<file path="src/rtl/mux_piso_pkg.sv">
// ---------------------------------------------------------------------------
// mux_piso_pkg
// Shared types, widths and helpers for the mux-driven PISO sequencer.
//   - state_e      : sequencer states (IDLE, SHIFT, PARITY)
//   - SEL_W/DATA_W : select and data widths
//   - sel_first/sel_last/sel_step : index helpers derived from LSB_FIRST
//   - parity_even  : even parity over a data word
// Optional feature macro used by the top: MUX_PISO_PARITY_EN
// ---------------------------------------------------------------------------
package mux_piso_pkg;

    localparam int SEL_W  = 3;
    localparam int DATA_W = 8;

    typedef enum logic [1:0] {
        IDLE   = 2'd0,
        SHIFT  = 2'd1,
        PARITY = 2'd2
    } state_e;

    // First index presented for a word.
    function automatic logic [SEL_W-1:0] sel_first(input bit lsb_first);
        return lsb_first ? 3'd0 : 3'd7;
    endfunction

    // Index of the final data bit of a word.
    function automatic logic [SEL_W-1:0] sel_last(input bit lsb_first);
        return lsb_first ? 3'd7 : 3'd0;
    endfunction

    // Per-cycle increment; 3'd7 is -1 modulo 8 for the MSB-first order.
    function automatic logic [SEL_W-1:0] sel_step(input bit lsb_first);
        return lsb_first ? 3'd1 : 3'd7;
    endfunction

    // Even parity: 1 when the word holds an odd number of ones.
    function automatic logic parity_even(input logic [DATA_W-1:0] d);
        return ^d;
    endfunction

endpackage

</file>
<file path="src/rtl/mux8X1.sv">
// ---------------------------------------------------------------------------
// mux8X1
// Combinational 8:1 multiplexer.
//   in  [7:0] : data inputs
//   sel [2:0] : select
//   out       : in[sel]
// ---------------------------------------------------------------------------
module mux8X1 (
    input  logic [7:0] in,
    input  logic [2:0] sel,
    output logic       out
);

    // Select one of eight inputs.
    always_comb begin
        out = 1'b0;
        case (sel)
            3'd0:    out = in[0];
            3'd1:    out = in[1];
            3'd2:    out = in[2];
            3'd3:    out = in[3];
            3'd4:    out = in[4];
            3'd5:    out = in[5];
            3'd6:    out = in[6];
            3'd7:    out = in[7];
            default: out = 1'b0;
        endcase
    end

endmodule

</file>
<file path="src/rtl/mux_piso_sequencer.sv">
// ---------------------------------------------------------------------------
// mux_piso_sequencer
// Loads an 8-bit word over valid/ready and steps the 8:1 mux select through
// all eight positions, one per clock, producing a framed serial stream.
//   clk, rst_n          : clock (rising edge), async active-low reset
//   in_valid/in_ready   : load handshake
//   in_data [7:0]       : word to serialise
//   sel [2:0]           : registered select to the 8:1 mux
//   ser_out             : current serial bit
//   ser_valid/ser_last  : stream framing
//   busy                : word in flight
// Parameter LSB_FIRST: 1 = bit 0 first (sel 0..7), 0 = bit 7 first (sel 7..0).
// Optional macro MUX_PISO_PARITY_EN: appends one even-parity bit per word.
// ---------------------------------------------------------------------------
module mux_piso_sequencer
    import mux_piso_pkg::*;
#(
    parameter bit LSB_FIRST = 1'b1
) (
    input  logic              clk,
    input  logic              rst_n,
    input  logic              in_valid,
    output logic              in_ready,
    input  logic [DATA_W-1:0] in_data,
    output logic [SEL_W-1:0]  sel,
    output logic              ser_out,
    output logic              ser_valid,
    output logic              ser_last,
    output logic              busy
);

    localparam logic [SEL_W-1:0] SEL_FIRST = sel_first(LSB_FIRST);
    localparam logic [SEL_W-1:0] SEL_LAST  = sel_last(LSB_FIRST);
    localparam logic [SEL_W-1:0] SEL_STEP  = sel_step(LSB_FIRST);
`ifdef MUX_PISO_PARITY_EN
    localparam bit PARITY_EN = 1'b1;
`else
    localparam bit PARITY_EN = 1'b0;
`endif

    state_e              r_state;
    logic [DATA_W-1:0]   r_data;
    logic [SEL_W-1:0]    r_sel;

    state_e              w_state_nxt;
    logic [DATA_W-1:0]   w_data_nxt;
    logic [SEL_W-1:0]    w_sel_nxt;
    logic                w_accept;
    logic                w_mux_out;

    assign w_accept = in_valid & in_ready;
    assign sel      = r_sel;

    mux8X1 u_mux (
        .in  (r_data),
        .sel (r_sel),
        .out (w_mux_out)
    );

`ifdef MUX_PISO_PARITY_EN
    assign ser_out = (r_state == PARITY) ? parity_even(r_data) : w_mux_out;
`else
    assign ser_out = w_mux_out;
`endif

    // State, captured word and select registers.
    always_ff @(posedge clk or negedge rst_n) begin
        if (!rst_n) begin
            r_state <= IDLE;
            r_data  <= 8'h00;
            r_sel   <= 3'd0;
        end else begin
            r_state <= w_state_nxt;
            r_data  <= w_data_nxt;
            r_sel   <= w_sel_nxt;
        end
    end

    // Next-state logic: a handshake always (re)loads the word and restarts
    // the select at the first index; the counter itself never wraps.
    always_comb begin
        w_state_nxt = r_state;
        w_data_nxt  = r_data;
        w_sel_nxt   = r_sel;
        if (w_accept) begin
            w_state_nxt = SHIFT;
            w_data_nxt  = in_data;
            w_sel_nxt   = SEL_FIRST;
        end else begin
            case (r_state)
                IDLE: begin
                    w_state_nxt = IDLE;
                end
                SHIFT: begin
                    if (r_sel == SEL_LAST) begin
                        // sel holds on the last bit; parity (if any) follows
                        w_state_nxt = PARITY_EN ? PARITY : IDLE;
                    end else begin
                        w_sel_nxt = r_sel + SEL_STEP;
                    end
                end
`ifdef MUX_PISO_PARITY_EN
                PARITY: begin
                    w_state_nxt = IDLE;
                end
`endif
                default: begin
                    w_state_nxt = IDLE;
                end
            endcase
        end
    end

    // Output decode from the registered state and select.
    always_comb begin
        in_ready  = 1'b0;
        ser_valid = 1'b0;
        ser_last  = 1'b0;
        busy      = 1'b1;
        case (r_state)
            IDLE: begin
                in_ready = 1'b1;
                busy     = 1'b0;
            end
            SHIFT: begin
                ser_valid = 1'b1;
                if ((r_sel == SEL_LAST) && !PARITY_EN) begin
                    in_ready = 1'b1;
                    ser_last = 1'b1;
                end else begin
                    in_ready = 1'b0;
                    ser_last = 1'b0;
                end
            end
`ifdef MUX_PISO_PARITY_EN
            PARITY: begin
                ser_valid = 1'b1;
                ser_last  = 1'b1;
                in_ready  = 1'b1;
            end
`endif
            default: begin
                busy = 1'b1;
            end
        endcase
    end

endmodule

</file>
<file path="config.mk">
export PLATFORM = sky130hd
export DESIGN_NAME = mux_piso_sequencer
export DESIGN_NICKNAME = d
export VERILOG_FILES = /design/src/rtl/mux_piso_pkg.sv /design/src/rtl/mux8X1.sv /design/src/rtl/mux_piso_sequencer.sv
export SDC_FILE = /design/constraint.sdc
export NUM_CORES = 1
export LEC_CHECK = 0
export CAP_MARGIN = 20
export CORE_MARGIN = 1.5
export CORE_UTILIZATION = 38
export CTS_CLUSTER_SIZE = 40
export DETAILED_ROUTE_END_ITERATION = 8
export PLACE_DENSITY = 0.66
export RECOVER_POWER = 100
export REMOVE_ABC_BUFFERS = 1
export SLEW_MARGIN = 10
export SYNTH_ARGS = -nofsm -noshare
export SYNTH_HDL_FRONTEND = slang
export SYNTH_SLANG_ARGS = --single-unit
</file>
<file path="constraint.sdc">
create_clock -name clk -period 4.05 [get_ports clk]
set_clock_uncertainty 0.1 [all_clocks]
set_input_delay 0.81 -clock clk [delete_from_list [all_inputs] [get_ports clk]]
set_output_delay 0.81 -clock clk [all_outputs]
set_load 0.02 [all_outputs]
</file>
==> results of run 1 <==
-- path summary, 6_finish.rpt --
check                                            from                     end  slack (ps)  cells past startpoint
max in group asynchronous                       rst_n  r_state[0]$_DFFE_PN0P_        2620                      1
worst min register to register  r_data[2]$_DFFE_PN0P_   r_data[2]$_DFFE_PN0P_         400                      1
worst min-delay path            r_data[2]$_DFFE_PN0P_   r_data[2]$_DFFE_PN0P_         400                      1
worst max register to register     sel[0]$_DFFE_PN0P_   r_data[4]$_DFFE_PN0P_        1970                      5
min in group asynchronous                       rst_n   r_data[6]$_DFFE_PN0P_         860                      1
worst max-delay path               sel[0]$_DFFE_PN0P_                 ser_out         920                      6
-- cell type report --
type                            count  area (um2)
Sequential cell                    12       300.3
Clock buffer                        3       22.52
Timing Repair Buffer               18       180.2
Fill cell                         147       745.7
Inverter                            4       15.01
Multi-Input combinational cell     32       292.8
Tap cell                           16       20.02
-- logic make-up (layout without fill, tap and decap cells) --
family | count (synthesis) | count (layout)
flip-flops | 12 | 12
AND/OR/NAND/NOR | 11 | 11
adder cells (fa/ha/maj) | 6 | 6
multiplexers | 11 | 11
buffers and inverters | 6 | 25
AO/OA/AOI/OAI | 4 | 4
-- flip-flops by register name, indices dropped and copies added, names as in the netlist --
| register | cells |
|---|---|
| r_state | 1 |
| sel | 3 |
| r_data | 8 |
-- worst register-to-register path: cells and delay by family (launching register included) --
| kind | cells | cell delay, ps |
|---|---|---|
| fa+ha+maj | 2 | 460 |
| flops | 1 | 430 |
| mux | 1 | 370 |
| simple gates | 2 | 620 |
-- metal layers --
metal / vias to the layer above / GRT usage (%)
li1: 212 / -
met1: 206 / 16.88
met2: 14 / 22.86
met3: 2 / 7.600
met4: 0 / 5.294
met5: - / 0
-- power groups by stage --
stage | clock network [W] | logic (W) | registers [W]
finish | 0.0000711 | 0.000312 | 0.000229
CTS | 0.0000754 | 0.000383 | 0.000234
global route | 0.0000814 | 0.000352 | 0.000241
global placement | 0 | 0.000377 | 0.000232
floorplan | 0 | 0.000231 | 0.000246
detailed placement | 0 | 0.000379 | 0.000237
-- per-stage QoR --
stage          total power, W  setup slack (ps)  hold WS [ps]  instances
2_1_floorplan       0.0004769              1731         375.7         48
3_3_place_gp        0.0006099              1294         394.0         82
3_5_place_dp        0.0006152              1242         397.3         82
4_1_cts             0.0006921             947.8         417.9         85
5_1_grt             0.0006744             769.7         424.5         85
6_report            0.0006126             922.3         396.3         85
-- Yosys cell counts --
master / number
nor3_1: 1
nand2_8: 1
buf_6: 1
inv_1: 4
a22oi_1: 2
mux2_2: 2
buf_4: 1
nand4b_1: 1
ha_1: 6
nand2b_1: 2
nand2_1: 1
nand3_1: 1
mux2_4: 8
o21ai_0: 2
nand3b_1: 2
dfrtp_1: 12
and2_1: 1
nand4_1: 1
mux2i_1: 1
==> qor.yml, run 1 <==
status: "finished, final reports clean"
path_cells: "ha_1, ha_1, nor3_1, nand4b_1, nand4_1, dlygate4sd3_1"
leakagePower_nw: 0.3765
synth.avg_cell_area_um2: 13.39
worst_pin_slew_ps: 554.0
critPathArrivalTime_ps: 2220
final_area_um2: 830.8
maxSlewViolCount: 0
cpMostUsedCell: "ha_1"
layout_commonest_cell: "dfrtp_1"
cpPeakStageDelay_ps: 670
holdCritPathClass: "reg2reg"
worstSetupStartpointType: "flop"
ys_types: 19
clkPwrFrac_pct: 11.6
wl_met1_um: 494
grt_max_degree: 13
cts_resized: 0
numCtsBuffers: 3
ios: 19
ys_top_cells_by_area: "dfrtp_1 45%, mux2_4 18%, ha_1 11%"
die_y_um: 44.97
worst_setup_path_end_kind: "output pin"
fin_nets: 88
initial_core_util_pct: 42.46
placed_area_um2: 850.8
drc_errors: 0
synthesis.area_um2: 669.4
clock_path_buffers: 2
setup-tns-final_ps: 0
num_vias: 434
post-route-util_pct: 52.70
setup_viol: 0
grt_pass1_wl_um: 1994
synthMuxAreaShare_pct: 22.80
wl_met2_um: 593
numPortBuffers: 18
clockRootBuffer: "clkbuf_4"
peakVddDrop_mv: 0.3075
grt_usage_pct: 14.56
dpl.hpwl_um: 919.2
cp_max_fo: 5
synthToLayoutAreaGrowth_pct: 24.11
coreArea_mm2: 0.001577
crit_required_ps: 3140
antenna_left: 0
synth-xor-area-share_pct: 0
ys_ff_latch: 12
die_w_um: 44.97
slew_headroom_pct: 62.94
power_density_mw_per_mm2: 737.3
cts_tree: "yes"
dr_wl_met3_um: 72
period_share_pct: 77.23
critPathKind: "reg2out"
yosysWarnings: 0
slowest_stage: "dlygate4sd3_1"
gp_routability_congestion: 0.7652
cap_violations: 0
first_iter_violations: 3
fin_crit_ps: 3128
synth_top_area_share_pct: 44.86
p_int_w: 0.0003732
seqPwrFrac_pct: 37.4
drive_gt1_share_pct: 8.696
rsz0062_at_grt: "no"
synth_compound_area_share_pct: 3.738
synth_fa_ha_area_share_pct: 11.21
ctsHoldBuffers: 0
firstDrtPassIters: 4
antenna_found_initial: 0
placementRows: 14
layout_common_cells: "12 x dfrtp_1, 9 x clkdlybuf4s50_1, 9 x dlygate4sd3_1, 7 x mux2_1, 6 x ha_1"
synth_top_family_by_area: "multiplexers"
viasPerCell: 5.106
switchingPower_w: 0.0002394
cts_sinks: 12
post-cts-setup-buffers: 0
yosysTopAreaCell: "dfrtp_1"
post_drt_wl_per_cell_um: 13.88
yosys.area_share.simple_pct: 12.34
clk_latency_ps: 270
drt-total-wl_um: 1180
die_area_mm2: 0.002022
hold_violations: 0
top_layer: "met4"
antennaDiodeCount: 0
p_comb_share_pct: 51.0
crit_family: "buffers and inverters"
htree_levels: 1
syn_inst: 50
path_clk_slew_ps: 70
first_global_vias: 459
synth-seq-area-share_pct: 44.86
swShare_pct: 39.08
fmax_mhz: 319.7
timing.critical_path.buf_inv: 1
overflow: 0
Power figures use the tool's default switching activity.
==> run 2: changes to the inputs <==
==> constraint.sdc (replaced) <==
create_clock -name clk -period 3.1 [get_ports clk]
set_clock_uncertainty 0.1 [all_clocks]
set_input_delay 0.62 -clock clk [delete_from_list [all_inputs] [get_ports clk]]
set_output_delay 0.62 -clock clk [all_outputs]
set_load 0.02 [all_outputs]
==> run 2 against run 1 <==
  * Largest cell class unchanged
  * Register-to-register slack got worse by 1000 ps
  * Critical path depth is the same
  * Global-route usage is 0.67 points higher
  * Via count fell by 1.8%
  * Combinational power grew 35%
==> qor.yml, run 2 (same netlist as run 1, synthesis figures left out) <==
clk_latency_ps: 280  # about the same
clockRootBuffer: "clkbuf_4"
grt_max_degree: 13  # unchanged
die_w_um: 44.97  # unchanged
r2r_cells: 6  # +1
drive_gt1_share_pct: 9.859  # +1.2 points
top_register: "r_data"
cts_sinks: 12  # unchanged
antenna_found_initial: 0  # unchanged
slowest_stage: "clkdlybuf4s50_1"
overflow: 0  # unchanged
ios: 19  # unchanged
antenna_left: 0  # unchanged
largest_reg_flops: 8  # unchanged
critPathArrivalTime_ps: 2140  # -80 ps
r2r_end: "r_data[2]$_DFFE_PN0P_"
worst_pin_slew_ps: 522.5  # -31.56 ps
setup-tns-final_ps: 0  # unchanged
post-route-util_pct: 53.81  # +1.1 points
first_iter_violations: 5  # +2
whs_endpoint: "r_data[1]$_DFFE_PN0P_"
fin_crit_ps: 2861
path_clk_slew_ps: 70  # about the same
rsz0062_at_grt: "no"
post_drt_wl_per_cell_um: 13.09  # -5.7%
setup_viol: 0  # unchanged
status: "finished, final reports clean"
cp_max_fo: 5  # unchanged
min_from: "r_data[1]$_DFFE_PN0P_"
drc_errors: 0  # unchanged
ctsHoldBuffers: 0  # unchanged
worstSetupStartpointType: "flop"
grt_usage_pct: 15.22  # +0.67 points
post-cts-setup-buffers: 0  # unchanged
crit_required_ps: 2380  # -760 ps
gp_routability_congestion: 0.7350  # -3.9%
peakVddDrop_mv: 0.3816  # +24%
dpl.hpwl_um: 864.2  # -6.0%
cpMostUsedCell: "ha_1"
slew_headroom_pct: 65.05  # +2.1 points
cpPeakStageDelay_ps: 600  # -70 ps
numPortBuffers: 18  # unchanged
antennaDiodeCount: 0  # unchanged
cts_resized: 0  # unchanged
fin_nets: 89  # +1.1%
path_cells: "ha_1, ha_1, nor3_1, nand4b_1, nand4_1, clkdlybuf4s50_1"
leakagePower_nw: 0.3841  # +2.0%
placementRows: 14  # unchanged
numCtsBuffers: 3  # unchanged
die_y_um: 44.97  # unchanged
grt_pass1_wl_um: 2035  # +2.1%
fmax_mhz: 349.6
hold_depth: 1  # unchanged
cts_tree: "yes"
holdCritPathClass: "reg2reg"
initial_core_util_pct: 42.46  # unchanged
r2r_start: "sel[0]$_DFFE_PN0P_"
period_share_pct: 92.28
power_density_mw_per_mm2: 993.9  # +35%
htree_levels: 1  # unchanged
first_global_vias: 464  # +1.1%
synthToLayoutAreaGrowth_pct: 26.73
viasPerCell: 4.897  # -4.1%
worst_setup_path_end_kind: "output pin"
firstDrtPassIters: 4  # unchanged
maxSlewViolCount: 0  # unchanged
drt-total-wl_um: 1139  # -3.5%
layout_common_cells: "12 x dfrtp_1, 10 x clkdlybuf4s50_1, 8 x dlygate4sd3_1, 7 x mux2_1, 6 x ha_1"
hold_violations: 0  # unchanged
coreArea_mm2: 0.001577  # unchanged
regToRegSetupSlack_ps: 970  # -1000 ps
cap_violations: 0  # unchanged
layout_commonest_cell: "dfrtp_1"
clock_path_buffers: 2  # unchanged
die_area_mm2: 0.002022  # unchanged
critPathKind: "reg2out"
num_vias: 426  # -1.8%
==> run 2: per-layer routing <==
metal,routed length [um],track usage (%),vias to the layer above
li1,-,-,212
met1,483,17.38,196
met2,544,22.00,14
met3,75,7.600,4
met4,36,10.59,0
met5,0,0,-
==> run 2: stage by stage <==
stage               total power, W  instance area, um2  worst slack (ps)  hold WS, ps  instances
floorplan                0.0006230               650.6             970.5        224.4         48
global placement         0.0008074               858.3             547.8        395.3         83
detailed placement       0.0008102               858.3             517.9        392.3         83
CTS                      0.0009433               894.6             200.4        414.2         87
global route             0.0009196               848.3             90.13        409.7         87
finish                   0.0008431               848.3             239.4        388.7         87
==> run 2: final cells by class <==
class | instances | area, um2
Inverter | 4 | 15.01
Multi-Input combinational cell | 32 | 292.8
Tap cell | 16 | 20.02
Fill cell | 146 | 728.2
Timing Repair Buffer | 19 | 183.9
Clock buffer | 4 | 36.28
Sequential cell | 12 | 300.3
==> run 2: critical path, delay by kind of cell, from the launching register on <==
| kind | cells | cell delay [ps] |
|---|---|---|
| flops | 1 | 430 |
| buf+inv | 1 | 600 |
| simple gates | 3 | 380 |
| fa+ha+maj | 2 | 460 |
==> run 2: how the worst max path moves through the flow <==
stage,startpoint,end,slack (ps),depth (start not counted)
6_report,sel[0]$_DFFE_PN0P_,ser_out,240,6
3_5_place_dp,sel[0]$_DFFE_PN0P_,ser_out,520,6
4_1_cts,sel[0]$_DFFE_PN0P_,ser_out,200,6
5_1_grt,sel[0]$_DFFE_PN0P_,ser_out,90,6
2_1_floorplan,sel[0]$_DFFE_PN0P_,ser_out,970,5
3_3_place_gp,sel[0]$_DFFE_PN0P_,ser_out,550,6
==> run 2: power by group <==
part,switching [W],internal [W],leakage (nW)
Clock,0.0000531,0.0000715,0.0210
Combinational,0.000205,0.000216,0.223
Sequential,0.0000616,0.000235,0.141
